$ cat src/rtl/hybrid_branch_predictor_pkg.sv
// Shared constants and helpers for the tournament branch predictor.
// Metadata layout, MSB to LSB: {lidx, gidx, ghr_snap, local_pr, global_pr}.
package hybrid_branch_predictor_pkg;

    localparam logic [2:0] NZP_ALWAYS = 3'b111;
    localparam logic [2:0] NZP_NEVER  = 3'b000;

    localparam int unsigned META_LOCAL_BIT  = 1;
    localparam int unsigned META_GLOBAL_BIT = 0;
    localparam int unsigned META_SNAP_LSB   = 2;

    function automatic int unsigned meta_width(input int unsigned lidx_w,
                                               input int unsigned ghist_w);
        return lidx_w + 2 * ghist_w + 2;
    endfunction

endpackage

$ cat src/rtl/hybrid_branch_predictor_sat_counter_table.sv
// Flop-array table of saturating counters: one combinational direction read,
// one read-modify-write training port that steps the stored value up or down.
module sat_counter_table #(
    parameter int unsigned IDX_W = 8,
    parameter int unsigned CTR_W = 2
) (
    input  logic             clk,
    input  logic             rst_n,
    input  logic [IDX_W-1:0] rd_idx,
    output logic             rd_msb,
    input  logic             upd_en,
    input  logic             upd_inc,
    input  logic [IDX_W-1:0] upd_idx
);
    localparam int unsigned DEPTH = 1 << IDX_W;
    localparam logic [CTR_W-1:0] CTR_INIT = {1'b0, {(CTR_W-1){1'b1}}};

    logic [CTR_W-1:0] ctrs [DEPTH];
    logic [CTR_W-1:0] cur;
    logic [CTR_W-1:0] nxt;

    assign rd_msb = ctrs[rd_idx][CTR_W-1];
    assign cur    = ctrs[upd_idx];

    always_comb begin
        nxt = cur;
        if (upd_inc && cur != '1) begin
            nxt = cur + 1'b1;
        end else if (!upd_inc && cur != '0) begin
            nxt = cur - 1'b1;
        end
    end

    always_ff @(posedge clk or negedge rst_n) begin
        if (!rst_n) begin
            for (int unsigned i = 0; i < DEPTH; i++) begin
                ctrs[i] <= CTR_INIT;
            end
        end else if (upd_en) begin
            ctrs[upd_idx] <= nxt;
        end
    end

endmodule

$ cat src/rtl/hybrid_branch_predictor.sv
// Tournament (local / gshare / chooser) branch predictor with its own GHR,
// condition-code override, metadata tag for training, and perf counters.
module hybrid_branch_predictor
    import hybrid_branch_predictor_pkg::*;
#(
    parameter int unsigned LIDX_W  = 8,
    parameter int unsigned GHIST_W = 6,
    parameter int unsigned CTR_W   = 2,
    parameter int unsigned PERF_W  = 16,
    localparam int unsigned META_W = LIDX_W + 2 * GHIST_W + 2
) (
    input  logic              clk,
    input  logic              rst_n,
    input  logic              pred_valid,
    input  logic [15:0]       pred_pc,
    input  logic [2:0]        nzp,
    input  logic              cc_valid,
    input  logic [2:0]        cc,
    output logic              pred_taken,
    output logic [META_W-1:0] pred_meta,
    input  logic              upd_valid,
    input  logic [META_W-1:0] upd_meta,
    input  logic              upd_taken,
    input  logic              upd_mispredict,
    output logic [PERF_W-1:0] perf_branches,
    output logic [PERF_W-1:0] perf_mispred
);
    logic [GHIST_W-1:0] ghr;
    logic [LIDX_W-1:0]  lidx;
    logic [GHIST_W-1:0] gidx;
    logic               local_pr;
    logic               global_pr;
    logic               choose_global;
    logic               table_pr;
    logic               unused_pc_bits;

    logic [LIDX_W-1:0]  upd_lidx;
    logic [GHIST_W-1:0] upd_gidx;
    logic [GHIST_W-1:0] upd_snap;
    logic               upd_local_pr;
    logic               upd_global_pr;
    logic               cho_en;

    assign lidx           = pred_pc[LIDX_W:1];
    assign gidx           = pred_pc[GHIST_W:1] ^ ghr;
    assign unused_pc_bits = ^{pred_pc[15:LIDX_W+1], pred_pc[0]};

    assign upd_lidx      = upd_meta[META_W-1 -: LIDX_W];
    assign upd_gidx      = upd_meta[META_SNAP_LSB+2*GHIST_W-1 -: GHIST_W];
    assign upd_snap      = upd_meta[META_SNAP_LSB+GHIST_W-1 -: GHIST_W];
    assign upd_local_pr  = upd_meta[META_LOCAL_BIT];
    assign upd_global_pr = upd_meta[META_GLOBAL_BIT];
    assign cho_en        = upd_valid && (upd_local_pr != upd_global_pr);

    sat_counter_table #(.IDX_W(LIDX_W), .CTR_W(CTR_W)) u_local (
        .clk(clk), .rst_n(rst_n), .rd_idx(lidx), .rd_msb(local_pr),
        .upd_en(upd_valid), .upd_inc(upd_taken), .upd_idx(upd_lidx)
    );

    sat_counter_table #(.IDX_W(GHIST_W), .CTR_W(CTR_W)) u_gshare (
        .clk(clk), .rst_n(rst_n), .rd_idx(gidx), .rd_msb(global_pr),
        .upd_en(upd_valid), .upd_inc(upd_taken), .upd_idx(upd_gidx)
    );

    sat_counter_table #(.IDX_W(LIDX_W), .CTR_W(CTR_W)) u_chooser (
        .clk(clk), .rst_n(rst_n), .rd_idx(lidx), .rd_msb(choose_global),
        .upd_en(cho_en), .upd_inc(upd_global_pr == upd_taken), .upd_idx(upd_lidx)
    );

    assign table_pr  = choose_global ? global_pr : local_pr;
    // Meta always records raw table outputs so training is independent of overrides.
    assign pred_meta = {lidx, gidx, ghr, local_pr, global_pr};

    always_comb begin
        pred_taken = table_pr;
        if (nzp == NZP_ALWAYS) begin
            pred_taken = 1'b1;
        end else if (nzp == NZP_NEVER) begin
            pred_taken = 1'b0;
        end else if (cc_valid) begin
            pred_taken = |(nzp & cc);
        end
    end

    always_ff @(posedge clk or negedge rst_n) begin
        if (!rst_n) begin
            ghr <= '0;
        end else if (upd_valid && upd_mispredict) begin
            ghr <= {upd_snap[GHIST_W-2:0], upd_taken};
        end else if (pred_valid) begin
            ghr <= {ghr[GHIST_W-2:0], pred_taken};
        end
    end

    always_ff @(posedge clk or negedge rst_n) begin
        if (!rst_n) begin
            perf_branches <= '0;
            perf_mispred  <= '0;
        end else if (upd_valid) begin
            if (perf_branches != '1) perf_branches <= perf_branches + 1'b1;
            if (upd_mispredict && perf_mispred != '1) perf_mispred <= perf_mispred + 1'b1;
        end
    end

endmodule
$ cat config.mk
export PLATFORM = sky130hd
export DESIGN_NAME = hybrid_branch_predictor
export DESIGN_NICKNAME = d
export VERILOG_FILES = /design/src/rtl/hybrid_branch_predictor_pkg.sv /design/src/rtl/hybrid_branch_predictor_sat_counter_table.sv /design/src/rtl/hybrid_branch_predictor.sv
export SDC_FILE = /design/constraint.sdc
export NUM_CORES = 2
export LEC_CHECK = 0
export CORE_AREA = 4 4 383 272
export CTS_CLUSTER_SIZE = 16
export DETAILED_ROUTE_END_ITERATION = 6
export DIE_AREA = 0 0 387 276
export GPL_TIMING_DRIVEN = 0
export PLACE_DENSITY = 0.81
export SYNTH_ARGS = -nofsm -noshare
export SYNTH_HDL_FRONTEND = slang
export SYNTH_SLANG_ARGS = --single-unit
$ cat constraint.sdc
create_clock -name clk -period 12.7 [get_ports clk]
set_input_delay 1.27 -clock clk [delete_from_list [all_inputs] [get_ports clk]]
set_output_delay 1.27 -clock clk [all_outputs]
set_load 0.02 [all_outputs]
==> impl_metrics.csv <==
group,metric,value,unit
outcome,outcome,"complete, but fails checks",
outcome,violations,"design-rule violations, max-capacitance violations, max-slew violations",
place,gp_congestion,1.06,
sta,fin_crit,8.98,ns
drt,finalWirelength,225000,µm
floorplanning,die_w,387,µm
yosys,synth_top_area_share,25.7,%
drt,via_per_inst,7.09,
drt,vias,50700,
cts,htree_levels,3,
cts,clkTransAtPathRegs,0.06,ns
cts,cts-root-buf,"clkbuf_16",
power,power.switching,2630,µW
cts,cts.path.max_buffers,3,
floorplanning,die_h,276,µm
yosys,ys_seq_elements,1190,
yosys,synthTopCellsByCount,"nand2_1, o21ai_0, dfrtp_1",
sta,rsz0062_at_grt,"no",
setup_path,arrival,7.71,ns
yosys,synth_cells,5473,
global_routing,grt_first_pass_wirelength,325000,µm
power,p_total,9260,µW
global_routing,grt_use_total,41.6,%
power,internal_power,6630,µW
cts,cts_resized,0,
power,peakVddDrop,0.141,mV
drt,dr.pass1.iters,7,
yosys,synthArstFlopShare,100,%
global_routing,antenna_found_initial,11,
yosys,syn_nets,5532,
floorplanning,floorplan.io_pins,106,
sta,fmax,111,MHz
sta,slew_violations,199,
yosys,ys_types,59,
power,pwr-share-clk,39.5,%
cts,cts_inserted_buffers,109,
sta,worstMarginPinSlew,1.84,ns
layout,drive_above_1_share,27.7,%
setup_path,worst-path-max-fanout,10,
floorplanning,rows,98,
setup_path,startpoint_type,"input port",
power,leakagePower,0.0257,µW
yosys,syn-cell-area,59800,µm²
power,seqPwrFrac,46.0,%
layout,area_growth,11.8,%
floorplanning,fp.dieArea,107000,µm²
cts,cts_sinks,1190,
cts,cts_hold_buf,0,
layout,finalInstanceArea,66800,µm²
power,combPwrFrac,14.5,%
cts,clkLatencyLatePin,0.76,ns
global_routing,grt_pass1_vias,48400,
global_routing,overflow,0,
floorplanning,core_area,101000,µm²
yosys,synth_edf_count,0,
yosys,avgSynthCellArea,10.9,µm²
yosys,yosys_warnings,0,
cts,post_cts_buffers,0,
setup_path,criticalPathCategory,"input port to primary output",
global_routing,grt_max_degree,176,
yosys,synth_most_common_cell,"nand2_1",
yosys,yosysSeqAreaShare,51.0,%
power,power_per_cell_area,139,nW/µm²
sta,setup_tns,0,ns
cts,cts_tree,"built",
layout,finalNetCount,5754,
drt,drt_iter0_drc,9248,
setup_path,crit_required,11.43,ns
sta,finalCritPeriodShare,70.7,%
drt,wl_per_cell,31.5,µm
yosys,synth_flop_cell,"dfrtp_1",
yosys,synth_area_leaders,"dfrtp_1, dfstp_2, mux4_2",
sta,setup_viol,0,
place,place_area,62800,µm²
drt,drc,56,
place,detailed_place_hpwl,157000,µm
worst_hold_path,hp-class,"flop to flop",
yosys,yosysTopAreaCell,"dfrtp_1",
power,netSwitchingFraction,28.4,%
flow_run,max-cap-violations,22,
drt,final_antenna_net_count,0,
sta,fin_skew,0.0373,ns
floorplanning,initial_utilization,59.2,%
setup_path,end_kind,"primary output",
sta,hold_viol_final,0,
place,numPortBuffers,81,
sta,max_slew_margin,-22.9,%
-- layout make-up --
cell class	instances	area [µm²]
clock inverters	52	748
diodes	13	32.5
fillers	7403	34100
plain buffers	386	1930
clock buffers	154	3140
inverters	12	45.0
repair buffers	111	1280
flip-flops and latches	1190	30500
multi-input cells	3885	27400
well taps	1350	1690
-- power groups by stage --
stage | sequential [µW] | combinational [µW] | clock (µW)
finish | 4260 | 1340 | 3660
global route | 4280 | 1380 | 3810
CTS | 4250 | 1270 | 3640
detailed placement | 4310 | 1260 | 0
global placement | 4300 | 1210 | 0
floorplan | 4280 | 695 | 0
-- routing by layer --
| layer | track usage [%] | routed length (µm) | vias to the layer above |
|---|---|---|---|
| met1 | 54.6 | 78700 | 24800 |
| met3 | 27.8 | 46300 | 1031 |
| met2 | 52.0 | 85400 | 4750 |
| met5 | 3.59 | 849 | - |
| met4 | 20.0 | 13900 | 22 |
| li1 | - | - | 20000 |
-- metrics by stage --
| step | hold slack, ns | setup slack (ns) | utilization, % | std cells |
|---|---|---|---|---|
| after floorplan | 0.456 | 6.57 | - | 5473 |
| after global placement | 0.463 | -41.93 | 61.7 | 6904 |
| after detailed placement | 0.469 | 4.37 | 62.2 | 6932 |
| after CTS | 0.478 | 4.32 | 66.1 | 7138 |
| after global routing | 0.489 | 4.11 | 66.2 | 7143 |
| final | 0.475 | 3.72 | 66.2 | 7153 |
-- cells by family after synthesis --
kind of cell	count (synthesis)	synth area share, %
compound gates	1241	11.5
xor+xnor	41	0.601
fa+ha+maj	8	0.168
buf+inv	398	3.26
flops	1190	51.0
mux	661	20.5
simple gates	1934	12.9
-- cell usage in the layout, fill, tap and decap left out, types with 25 or more instances in the layout --
cell type and instances:
nand2_1 1569, o21ai_0 861, dfrtp_1 614, dfstp_2 576, mux4_2 437, clkbuf_1 235, nor2_1 167, mux2_2 146
clkbuf_16 111, a22oi_1 96, clkdlybuf4s50_1 80, mux2i_1 78, o21ai_1 74, a21oi_1 72, buf_2 58, o21ai_2 40
buf_6 38, buf_4 38, clkbuf_2 37, nand3_1 36, xnor2_1 28, clkinv_2 25
-- worst paths after layout --
path	from	endpoint	slack, ns	cells past startpoint
worst max-delay path	pred_pc[2]	pred_taken	3.72	13
worst min-delay path	u_chooser.ctrs[444]	u_chooser.ctrs[444]	0.47	2
worst max register to register	u_local.ctrs[321]	u_local.ctrs[404]	7.31	15
worst min register to register	u_chooser.ctrs[444]	u_chooser.ctrs[444]	0.47	2
max in group asynchronous	rst_n	u_local.ctrs[217]	9.71	4
min in group asynchronous	rst_n	perf_mispred[13]	0.54	1
-- critical path: stages --
cell and delay, ns:
clkbuf_1 0.66, clkbuf_1 1.23, clkbuf_1 1.25, mux4_2 0.43, a22oi_1 0.21, nand2_1 0.16
a22oi_1 0.65, nand4_1 0.17, and3_1 0.37, mux2_2 0.34, a311oi_1 0.31, nor2_1 0.07
clkdlybuf4s50_1 0.55
-- state kept, by name (all words and copies together), names as in the netlist --
name            cells
u_chooser.ctrs    512
u_local.ctrs      512
u_gshare.ctrs     128
perf_branches      16
perf_mispred       16
ghr                 6
(Power assumes the default switching activity.)
